==> src/rtl/program_result_monitor_if.sv <==
// Bus bundle for program_result_monitor: store snoop, expected-table load and verdict outputs.
// The master side drives the core/bench signals and the slave side is the monitor.
interface program_result_monitor_if #(
    parameter int XLEN       = 32,
    parameter int NUM_CHECKS = 4,
    parameter int CNT_WIDTH  = 32,
    parameter int IW         = (NUM_CHECKS > 1) ? $clog2(NUM_CHECKS) : 1
);
    logic                  Start;
    logic                  MemEn;
    logic                  MemWrite;
    logic [XLEN-1:0]       MemAdr;
    logic [XLEN-1:0]       MemWriteData;
    logic                  InstrValid;
    logic                  ExpectedWe;
    logic [IW-1:0]         ExpectedIdx;
    logic [XLEN-1:0]       ExpectedData;
    logic                  Done;
    logic                  Pass;
    logic                  Fail;
    logic [2:0]            Status;
    logic [IW-1:0]         FailIdx;
    logic [XLEN-1:0]       FailData;
    logic [NUM_CHECKS-1:0] ChecksSeen;
    logic [CNT_WIDTH-1:0]  CycleCount;

    modport master (
        output Start, MemEn, MemWrite, MemAdr, MemWriteData, InstrValid,
        output ExpectedWe, ExpectedIdx, ExpectedData,
        input  Done, Pass, Fail, Status, FailIdx, FailData, ChecksSeen, CycleCount
    );

    modport slave (
        input  Start, MemEn, MemWrite, MemAdr, MemWriteData, InstrValid,
        input  ExpectedWe, ExpectedIdx, ExpectedData,
        output Done, Pass, Fail, Status, FailIdx, FailData, ChecksSeen, CycleCount
    );
endinterface

==> src/rtl/program_result_monitor.sv <==
// End-of-program checker: compares stores to a window of result slots against an expected table
// and latches one sticky verdict. Define PROGRAM_RESULT_MONITOR_ORDERED_EN to require ascending slot order.
module program_result_monitor #(
    parameter int              XLEN            = 32,
    parameter int              NUM_CHECKS      = 4,
    parameter logic [XLEN-1:0] RESULT_BASE_ADR = XLEN'(32'hC),
    parameter int              ADR_STRIDE      = 4,
    parameter int              TIMEOUT_CYCLES  = 100000,
    parameter int              CNT_WIDTH       = 32
) (
    input  logic                     clk,
    input  logic                     reset,
    program_result_monitor_if.slave  mon
);
    localparam int IW = (NUM_CHECKS > 1) ? $clog2(NUM_CHECKS) : 1;
    localparam int SW = (ADR_STRIDE > 1) ? $clog2(ADR_STRIDE) : 0;

    localparam logic [XLEN-1:0]       STRIDE_MASK  = XLEN'(ADR_STRIDE - 1);
    localparam logic [XLEN-1:0]       WINDOW_BYTES = XLEN'(NUM_CHECKS * ADR_STRIDE);
    localparam logic [CNT_WIDTH-1:0]  TIMEOUT_LAST = CNT_WIDTH'(TIMEOUT_CYCLES - 1);
    localparam logic [CNT_WIDTH-1:0]  CNT_MAX      = {CNT_WIDTH{1'b1}};
    localparam logic [CNT_WIDTH-1:0]  CNT_ONE      = CNT_WIDTH'(1'b1);
    localparam logic [NUM_CHECKS-1:0] ALL_SEEN     = {NUM_CHECKS{1'b1}};
    localparam logic [NUM_CHECKS-1:0] SLOT0_BIT    = NUM_CHECKS'(1'b1);

    localparam logic [2:0] ST_IDLE    = 3'd0;
    localparam logic [2:0] ST_RUN     = 3'd1;
    localparam logic [2:0] ST_PASS    = 3'd2;
    localparam logic [2:0] ST_FAIL    = 3'd3;
    localparam logic [2:0] ST_TIMEOUT = 3'd4;
    localparam logic [2:0] ST_STARVED = 3'd5;

    logic [2:0]            state_r;
    logic [2:0]            state_nx_s;
    logic [XLEN-1:0]       expected_r [NUM_CHECKS];
    logic [NUM_CHECKS-1:0] seen_r;
    logic [NUM_CHECKS-1:0] seen_nx_s;
    logic [CNT_WIDTH-1:0]  cycle_cnt_r;
    logic [IW-1:0]         fail_idx_r;
    logic [XLEN-1:0]       fail_data_r;
    logic                  done_r;
    logic                  pass_r;
    logic                  fail_r;
    logic [XLEN-1:0]       offset_s;
    logic [IW-1:0]         hit_idx_s;
    logic                  hit_s;
    logic                  mismatch_s;
    logic                  order_err_s;
    logic                  bad_store_s;

    function automatic logic is_terminal(input logic [2:0] st);
        logic term;
        case (st)
            ST_PASS, ST_FAIL, ST_TIMEOUT, ST_STARVED: term = 1'b1;
            default:                                  term = 1'b0;
        endcase
        return term;
    endfunction

    function automatic logic is_failure(input logic [2:0] st);
        logic fl;
        case (st)
            ST_FAIL, ST_TIMEOUT, ST_STARVED: fl = 1'b1;
            default:                         fl = 1'b0;
        endcase
        return fl;
    endfunction

`ifdef PROGRAM_RESULT_MONITOR_ORDERED_EN
    // Lowest slot not yet matched; slots complete contiguously from 0 in ordered mode.
    function automatic logic [IW-1:0] lowest_unseen(input logic [NUM_CHECKS-1:0] seen);
        logic [IW-1:0] idx;
        idx = {IW{1'b0}};
        for (int i = NUM_CHECKS - 1; i >= 0; i--) begin
            idx = seen[i] ? idx : IW'(i);
        end
        return idx;
    endfunction
`endif

    // Store decode against the slot window; an address below the base wraps to a large offset.
    always_comb begin
        offset_s   = mon.MemAdr - RESULT_BASE_ADR;
        hit_s      = mon.MemEn & mon.MemWrite & (offset_s < WINDOW_BYTES) &
                     ((offset_s & STRIDE_MASK) == {XLEN{1'b0}});
        hit_idx_s  = IW'(offset_s >> SW);
        mismatch_s = hit_s & (mon.MemWriteData != expected_r[hit_idx_s]);
`ifdef PROGRAM_RESULT_MONITOR_ORDERED_EN
        order_err_s = hit_s & ~seen_r[hit_idx_s] & (hit_idx_s != lowest_unseen(seen_r));
`else
        order_err_s = 1'b0;
`endif
        bad_store_s = mismatch_s | order_err_s;
    end

    // Next-state and slot tracking; event priority FAIL > PASS > STARVED > TIMEOUT.
    always_comb begin
        state_nx_s = state_r;
        seen_nx_s  = seen_r;
        case (state_r)
            ST_IDLE: begin
                if (mon.Start) begin
                    state_nx_s = ST_RUN;
                end else begin
                    state_nx_s = ST_IDLE;
                end
            end
            ST_RUN: begin
                if (hit_s && !bad_store_s) begin
                    seen_nx_s = seen_r | (SLOT0_BIT << hit_idx_s);
                end else begin
                    seen_nx_s = seen_r;
                end
                if (bad_store_s) begin
                    state_nx_s = ST_FAIL;
                end else if (seen_nx_s == ALL_SEEN) begin
                    state_nx_s = ST_PASS;
                end else if (!mon.InstrValid) begin
                    state_nx_s = ST_STARVED;
                end else if (cycle_cnt_r == TIMEOUT_LAST) begin
                    state_nx_s = ST_TIMEOUT;
                end else begin
                    state_nx_s = ST_RUN;
                end
            end
            ST_PASS, ST_FAIL, ST_TIMEOUT, ST_STARVED: begin
                state_nx_s = state_r;
            end
            default: begin
                state_nx_s = ST_IDLE;
            end
        endcase
    end

    // Verdict state, run counter, first-failure capture and decoded status flags.
    always_ff @(posedge clk) begin
        if (reset) begin
            state_r     <= ST_IDLE;
            seen_r      <= {NUM_CHECKS{1'b0}};
            cycle_cnt_r <= {CNT_WIDTH{1'b0}};
            fail_idx_r  <= {IW{1'b0}};
            fail_data_r <= {XLEN{1'b0}};
            done_r      <= 1'b0;
            pass_r      <= 1'b0;
            fail_r      <= 1'b0;
        end else begin
            state_r <= state_nx_s;
            seen_r  <= seen_nx_s;
            if ((state_r == ST_RUN) && (cycle_cnt_r != CNT_MAX)) begin
                cycle_cnt_r <= cycle_cnt_r + CNT_ONE;
            end else begin
                cycle_cnt_r <= cycle_cnt_r;
            end
            if ((state_r == ST_RUN) && bad_store_s) begin
                fail_idx_r  <= hit_idx_s;
                fail_data_r <= mon.MemWriteData;
            end else begin
                fail_idx_r  <= fail_idx_r;
                fail_data_r <= fail_data_r;
            end
            done_r <= is_terminal(state_nx_s);
            pass_r <= (state_nx_s == ST_PASS);
            fail_r <= is_failure(state_nx_s);
        end
    end

    // Expected table lives outside reset so a rerun after reset needs no reload.
    generate
        if (NUM_CHECKS == (1 << IW)) begin : g_full_table
            // Table write; every index value addresses a real slot.
            always_ff @(posedge clk) begin
                if (mon.ExpectedWe) begin
                    expected_r[mon.ExpectedIdx] <= mon.ExpectedData;
                end
            end
        end else begin : g_partial_table
            // Table write; indices past the last slot are dropped.
            always_ff @(posedge clk) begin
                if (mon.ExpectedWe && (int'(mon.ExpectedIdx) < NUM_CHECKS)) begin
                    expected_r[mon.ExpectedIdx] <= mon.ExpectedData;
                end
            end
        end
    endgenerate

    assign mon.Status     = state_r;
    assign mon.Done       = done_r;
    assign mon.Pass       = pass_r;
    assign mon.Fail       = fail_r;
    assign mon.FailIdx    = fail_idx_r;
    assign mon.FailData   = fail_data_r;
    assign mon.ChecksSeen = seen_r;
    assign mon.CycleCount = cycle_cnt_r;

endmodule

==> src/flat_wrapper.sv <==
// flat-port wrapper written by rule: the top's interface ports become plain ports
module program_result_monitor_flat 
#(
    parameter int              XLEN            = 32,
    parameter int              NUM_CHECKS      = 4,
    parameter logic [XLEN-1:0] RESULT_BASE_ADR = XLEN'(32'hC),
    parameter int              ADR_STRIDE      = 4,
    parameter int              TIMEOUT_CYCLES  = 100000,
    parameter int              CNT_WIDTH       = 32
)
  (clk, reset, mon_Start, mon_MemEn, mon_MemWrite, mon_MemAdr, mon_MemWriteData, mon_InstrValid, mon_ExpectedWe, mon_ExpectedIdx, mon_ExpectedData, mon_Done, mon_Pass, mon_Fail, mon_Status, mon_FailIdx, mon_FailData, mon_ChecksSeen, mon_CycleCount);
  program_result_monitor_if #(.XLEN(XLEN), .NUM_CHECKS(NUM_CHECKS), .CNT_WIDTH(CNT_WIDTH)) mon_i ();
  input  logic clk;
  input  logic reset;
  input wire logic [$bits(mon_i.Start)-1:0] mon_Start;
  input wire logic [$bits(mon_i.MemEn)-1:0] mon_MemEn;
  input wire logic [$bits(mon_i.MemWrite)-1:0] mon_MemWrite;
  input wire logic [$bits(mon_i.MemAdr)-1:0] mon_MemAdr;
  input wire logic [$bits(mon_i.MemWriteData)-1:0] mon_MemWriteData;
  input wire logic [$bits(mon_i.InstrValid)-1:0] mon_InstrValid;
  input wire logic [$bits(mon_i.ExpectedWe)-1:0] mon_ExpectedWe;
  input wire logic [$bits(mon_i.ExpectedIdx)-1:0] mon_ExpectedIdx;
  input wire logic [$bits(mon_i.ExpectedData)-1:0] mon_ExpectedData;
  output wire logic [$bits(mon_i.Done)-1:0] mon_Done;
  output wire logic [$bits(mon_i.Pass)-1:0] mon_Pass;
  output wire logic [$bits(mon_i.Fail)-1:0] mon_Fail;
  output wire logic [$bits(mon_i.Status)-1:0] mon_Status;
  output wire logic [$bits(mon_i.FailIdx)-1:0] mon_FailIdx;
  output wire logic [$bits(mon_i.FailData)-1:0] mon_FailData;
  output wire logic [$bits(mon_i.ChecksSeen)-1:0] mon_ChecksSeen;
  output wire logic [$bits(mon_i.CycleCount)-1:0] mon_CycleCount;
  assign mon_i.Start = mon_Start;
  assign mon_i.MemEn = mon_MemEn;
  assign mon_i.MemWrite = mon_MemWrite;
  assign mon_i.MemAdr = mon_MemAdr;
  assign mon_i.MemWriteData = mon_MemWriteData;
  assign mon_i.InstrValid = mon_InstrValid;
  assign mon_i.ExpectedWe = mon_ExpectedWe;
  assign mon_i.ExpectedIdx = mon_ExpectedIdx;
  assign mon_i.ExpectedData = mon_ExpectedData;
  assign mon_Done = mon_i.Done;
  assign mon_Pass = mon_i.Pass;
  assign mon_Fail = mon_i.Fail;
  assign mon_Status = mon_i.Status;
  assign mon_FailIdx = mon_i.FailIdx;
  assign mon_FailData = mon_i.FailData;
  assign mon_ChecksSeen = mon_i.ChecksSeen;
  assign mon_CycleCount = mon_i.CycleCount;
  program_result_monitor #(.XLEN(XLEN), .NUM_CHECKS(NUM_CHECKS), .RESULT_BASE_ADR(RESULT_BASE_ADR), .ADR_STRIDE(ADR_STRIDE), .TIMEOUT_CYCLES(TIMEOUT_CYCLES), .CNT_WIDTH(CNT_WIDTH)) u_core (.clk(clk), .reset(reset), .mon(mon_i));
endmodule
==> config.mk <==
export PLATFORM = sky130hd
export DESIGN_NAME = program_result_monitor_flat
export DESIGN_NICKNAME = d
export VERILOG_FILES = /design/src/rtl/program_result_monitor_if.sv /design/src/rtl/program_result_monitor.sv /design/src/flat_wrapper.sv
export SDC_FILE = /design/constraint.sdc
export NUM_CORES = 1
export LEC_CHECK = 0
export ABC_AREA = 1
export BUFFER_PORTS_ARGS = -buffer_cell sky130_fd_sc_hd__clkbuf_2
export CAP_MARGIN = 40
export CORE_ASPECT_RATIO = 0.6
export CORE_UTILIZATION = 38
export DETAILED_ROUTE_END_ITERATION = 7
export PLACE_DENSITY = 0.61
export SYNTH_ARGS = -nofsm -noshare
export SYNTH_HDL_FRONTEND = slang
export SYNTH_SLANG_ARGS = --single-unit
export TNS_END_PERCENT = 5
==> constraint.sdc <==
create_clock -name clk -period 3.5 [get_ports clk]
set_clock_uncertainty 0.1 [all_clocks]
set_input_delay 0.175 -clock clk [delete_from_list [all_inputs] [get_ports clk]]
set_output_delay 0.175 -clock clk [all_outputs]
set_load 0.1 [all_outputs]
==> metrics.csv <==
metric,value,unit
drtIter0Drc,734,
worst_path_most_repeated_cell,nand2_1,
use_met3,2.90,%
antenna_left,0,
r2r_cells,19,
slowest_delay,0.34,ns
wl_per_cell,15.4,microns
use_met1,34.0,%
fin_area,0.0126,sq mm
clock_latency,0.49,ns
clkPwrFrac,39.0,%
hold_start,reset,
rsz0062_at_grt,no,
synth.area.top_cells,"edfxtp_1 38%, dfxtp_1 15%, nand2_1 15%",
ir_drop,0.298,mV
r2r_start,u_core.mon.CycleCount[0],
worst_slew_pin_slew,0.854,ns
cts_made_buffers,21,
fin_crit,3.06,ns
synthCells,1232,
synth_commonest_cells,"395 x nand2_1, 130 x nand3_1, 128 x edfxtp_1, 127 x inv_1, 108 x nor2_1",
cts_resized,0,
crit_chain,ha_1 -> and3_1 -> nand2_1 -> nor2_1 -> nand2_1 -> nand2_2 -> or2_1 -> nor2_2 -> inv_1 -> nor2_2 -> nand2_1 -> nor2_1 -> nand3_1 -> nor2_2 -> nand2_1 -> inv_2 -> nand2_1 -> o21ai_0 -> a21oi_1,
p_leak,5.53,nW
end_kind,flip-flop,
crit_slowest_cell,dfxtp_1,
die_y,128,microns
pwr-share-comb,12.2,%
yosys_warnings,0,
clockBufferDepth,3,
reg2reg_to,u_core.mon.CycleCount[31],
max_freq,0.326,GHz
p_int,0.00409,W
synth.top_cell.area_share,38.4,%
syn_area,0.0100,sq mm
grt_pass1_vias,7988,
overflow,0,
clkSinkCount,204,
root_buffer,clkbuf_16,
num_rows,45,
die-width,211,microns
async_reset_ff_share,0,%
viasPerCell,4.86,
power.share.sequential,48.8,%
endpoint,u_core.mon.CycleCount[31],
setup_viol,0,
grt_max_degree,70,
grt.total_usage,20.9,%
first_pass_iters,7,
nets,1590,
hold_violations,0,
slew_headroom,43.0,%
worstSetupPathType,reg -> reg,
grt_pass1_wl,44000,microns
min_path_type,in -> reg,
finalPower,0.00546,W
fp.coreArea,0.0256,sq mm
synth-edff-count,128,
cap_violations,0,
area_growth,25.6,%
swShare,25.1,%
gp_congestion,0.892,
synth.avg_cell_area,8.12,sq um
ys_types,42,
busiest_layer,met1,
antenna_found_initial,1,
timing.hold.ws,0.0468,ns
rrSetupSlack,0.44,ns
grtUsageMet2,29.6,%
place_area,0.0113,sq mm
yosys_most_used_dff,edfxtp_1,
io_pins,181,
cp.arrival,3.33,ns
fin_tns_setup,0,ns
initial_utilization,39.1,%
synthesis.nets,1346,
critPathMaxFanout,9,
htreeDepth,1,
p_per_area,435,mW/mm^2
hpwl,19900,microns
fin_crit_sh,87.5,%
stdcell_count,1843,
io_buffers,180,
drive_above_1_share,17.0,%
synth_top_cell_by_area,edfxtp_1,
dpl.cell_count,1741,
synth-seq-area-share,53.7,%
remaining_drc_errors,0,
p_switching,0.00137,W
status,completed,
critPathLaunchType,flip-flop,
vias,8959,
wirelength,28300,microns
required,3.77,ns
die-area,0.0270,sq mm
ys_ff_latch,204,
crit_start,u_core.mon.CycleCount[0],
cts_tree,done,
synth_most_common_cell,nand2_1,
drv_slew,0,
path_clk_slew,0.07,ns
[power by group through the flow]
stage | combinational, W | clock (W) | sequential, W
2_1_floorplan | 0.000336 | 0 | 0.00276
3_3_place_gp | 0.000602 | 0 | 0.00271
3_5_place_dp | 0.000607 | 0 | 0.00271
4_1_cts | 0.000667 | 0.00218 | 0.00266
5_1_grt | 0.000745 | 0.00227 | 0.00267
6_report | 0.000666 | 0.00213 | 0.00266
[area by class of cell]
class	count	area (sq um)
Clock inverter	11	78.8
Clock buffer	26	564
Sequential cell	204	5370
Tap cell	352	440
Inverter	133	499
Timing Repair Buffer	256	1670
Multi-Input combinational cell	860	3940
Fill cell	2478	13000
Antenna cell	1	2.50
[cells by family after synthesis]
kind of cell / count (synthesis) / share of synthesized area [%]
AOI/OAI and AO/OA: 129 / 6.76
buffers and inverters: 168 / 7.18
adders and majority gates: 9 / 1.13
DFF: 204 / 53.7
and+or+nand+nor: 715 / 30.7
xor gates and xnor gates: 7 / 0.613
[sequential cells by signal, indices dropped and copies added (netlist names)]
register / flops
u_core.mon.ChecksSeen: 4
u_core.mon.Done: 1
u_core.mon.CycleCount: 32
u_core.mon.Fail: 1
u_core.mon.Status: 3
u_core.mon.FailData: 32
u_core.mon.FailIdx: 2
u_core.expected_r: 128
u_core.mon.Pass: 1
[cells in the final DEF, fill, tap and decap left out, types with 2 or more instances in the layout]
master and n:
a21oi_1 63, a22oi_1 2, and3_1 2, buf_12 3, buf_4 9, clkbuf_1 3
clkbuf_16 21, clkbuf_2 180, clkbuf_8 2, clkinv_1 4, clkinv_2 6, dfxtp_1 76
dlygate4sd3_1 64, edfxtp_1 128, ha_1 9, inv_1 126, inv_2 6, nand2_1 395
nand2_2 2, nand3_1 130, nand3_2 3, nand3b_1 4, nand4_1 23, nor2_1 108
nor2_2 7, nor2_4 3, nor3_1 18, nor3_2 5, nor3b_1 3, nor4_1 6
o21a_1 2, o21ai_0 53, o21ai_1 3, or2_2 3, xnor2_1 3, xor2_1 4
[worst min-delay path by stage]
stage | slack [ns] | endpoint | cells after the start
after global routing | 0.06 | u_core.mon.CycleCount[1] | 2
after floorplan | 0.15 | u_core.mon.CycleCount[2] | 1
after detailed placement | 0.30 | u_core.expected_r[2][2] | 1
after CTS | 0.02 | u_core.mon.CycleCount[1] | 2
final | 0.05 | u_core.mon.CycleCount[1] | 2
after global placement | 0.30 | u_core.expected_r[3][2] | 1
[critical path, delay by kind of cell, from the launching register on]
| family | cells | cell delay (ns) |
|---|---|---|
| adder cells (fa/ha/maj) | 1 | 0.25 |
| AO/OA/AOI/OAI | 2 | 0.20 |
| AND/OR/NAND/NOR | 14 | 1.86 |
| buffers and inverters | 2 | 0.18 |
| flip-flops | 1 | 0.34 |
[per-layer routing]
| layer | vias to the layer above | part of all wire, % |
|---|---|---|
| li1 | 4559 | - |
| met2 | 273 | 41 |
| met3 | 22 | 6.6 |
| met5 | - | 0 |
| met1 | 4105 | 52 |
| met4 | 0 | 1.1 |
[per-stage QoR]
stage               utilization (%)  worst slack [ns]
floorplan                         -             0.415
global placement               44.1             0.345
detailed placement             44.1             0.318
CTS                            49.1             0.496
global route                   49.1             0.208
finish                         49.1             0.436
[timing repair]
item                      4_1_cts  5_1_grt
hold buffers                   64        0
buffers inserted                0        0
hold endpoints to repair      160        0
(Power assumes the default switching activity.)
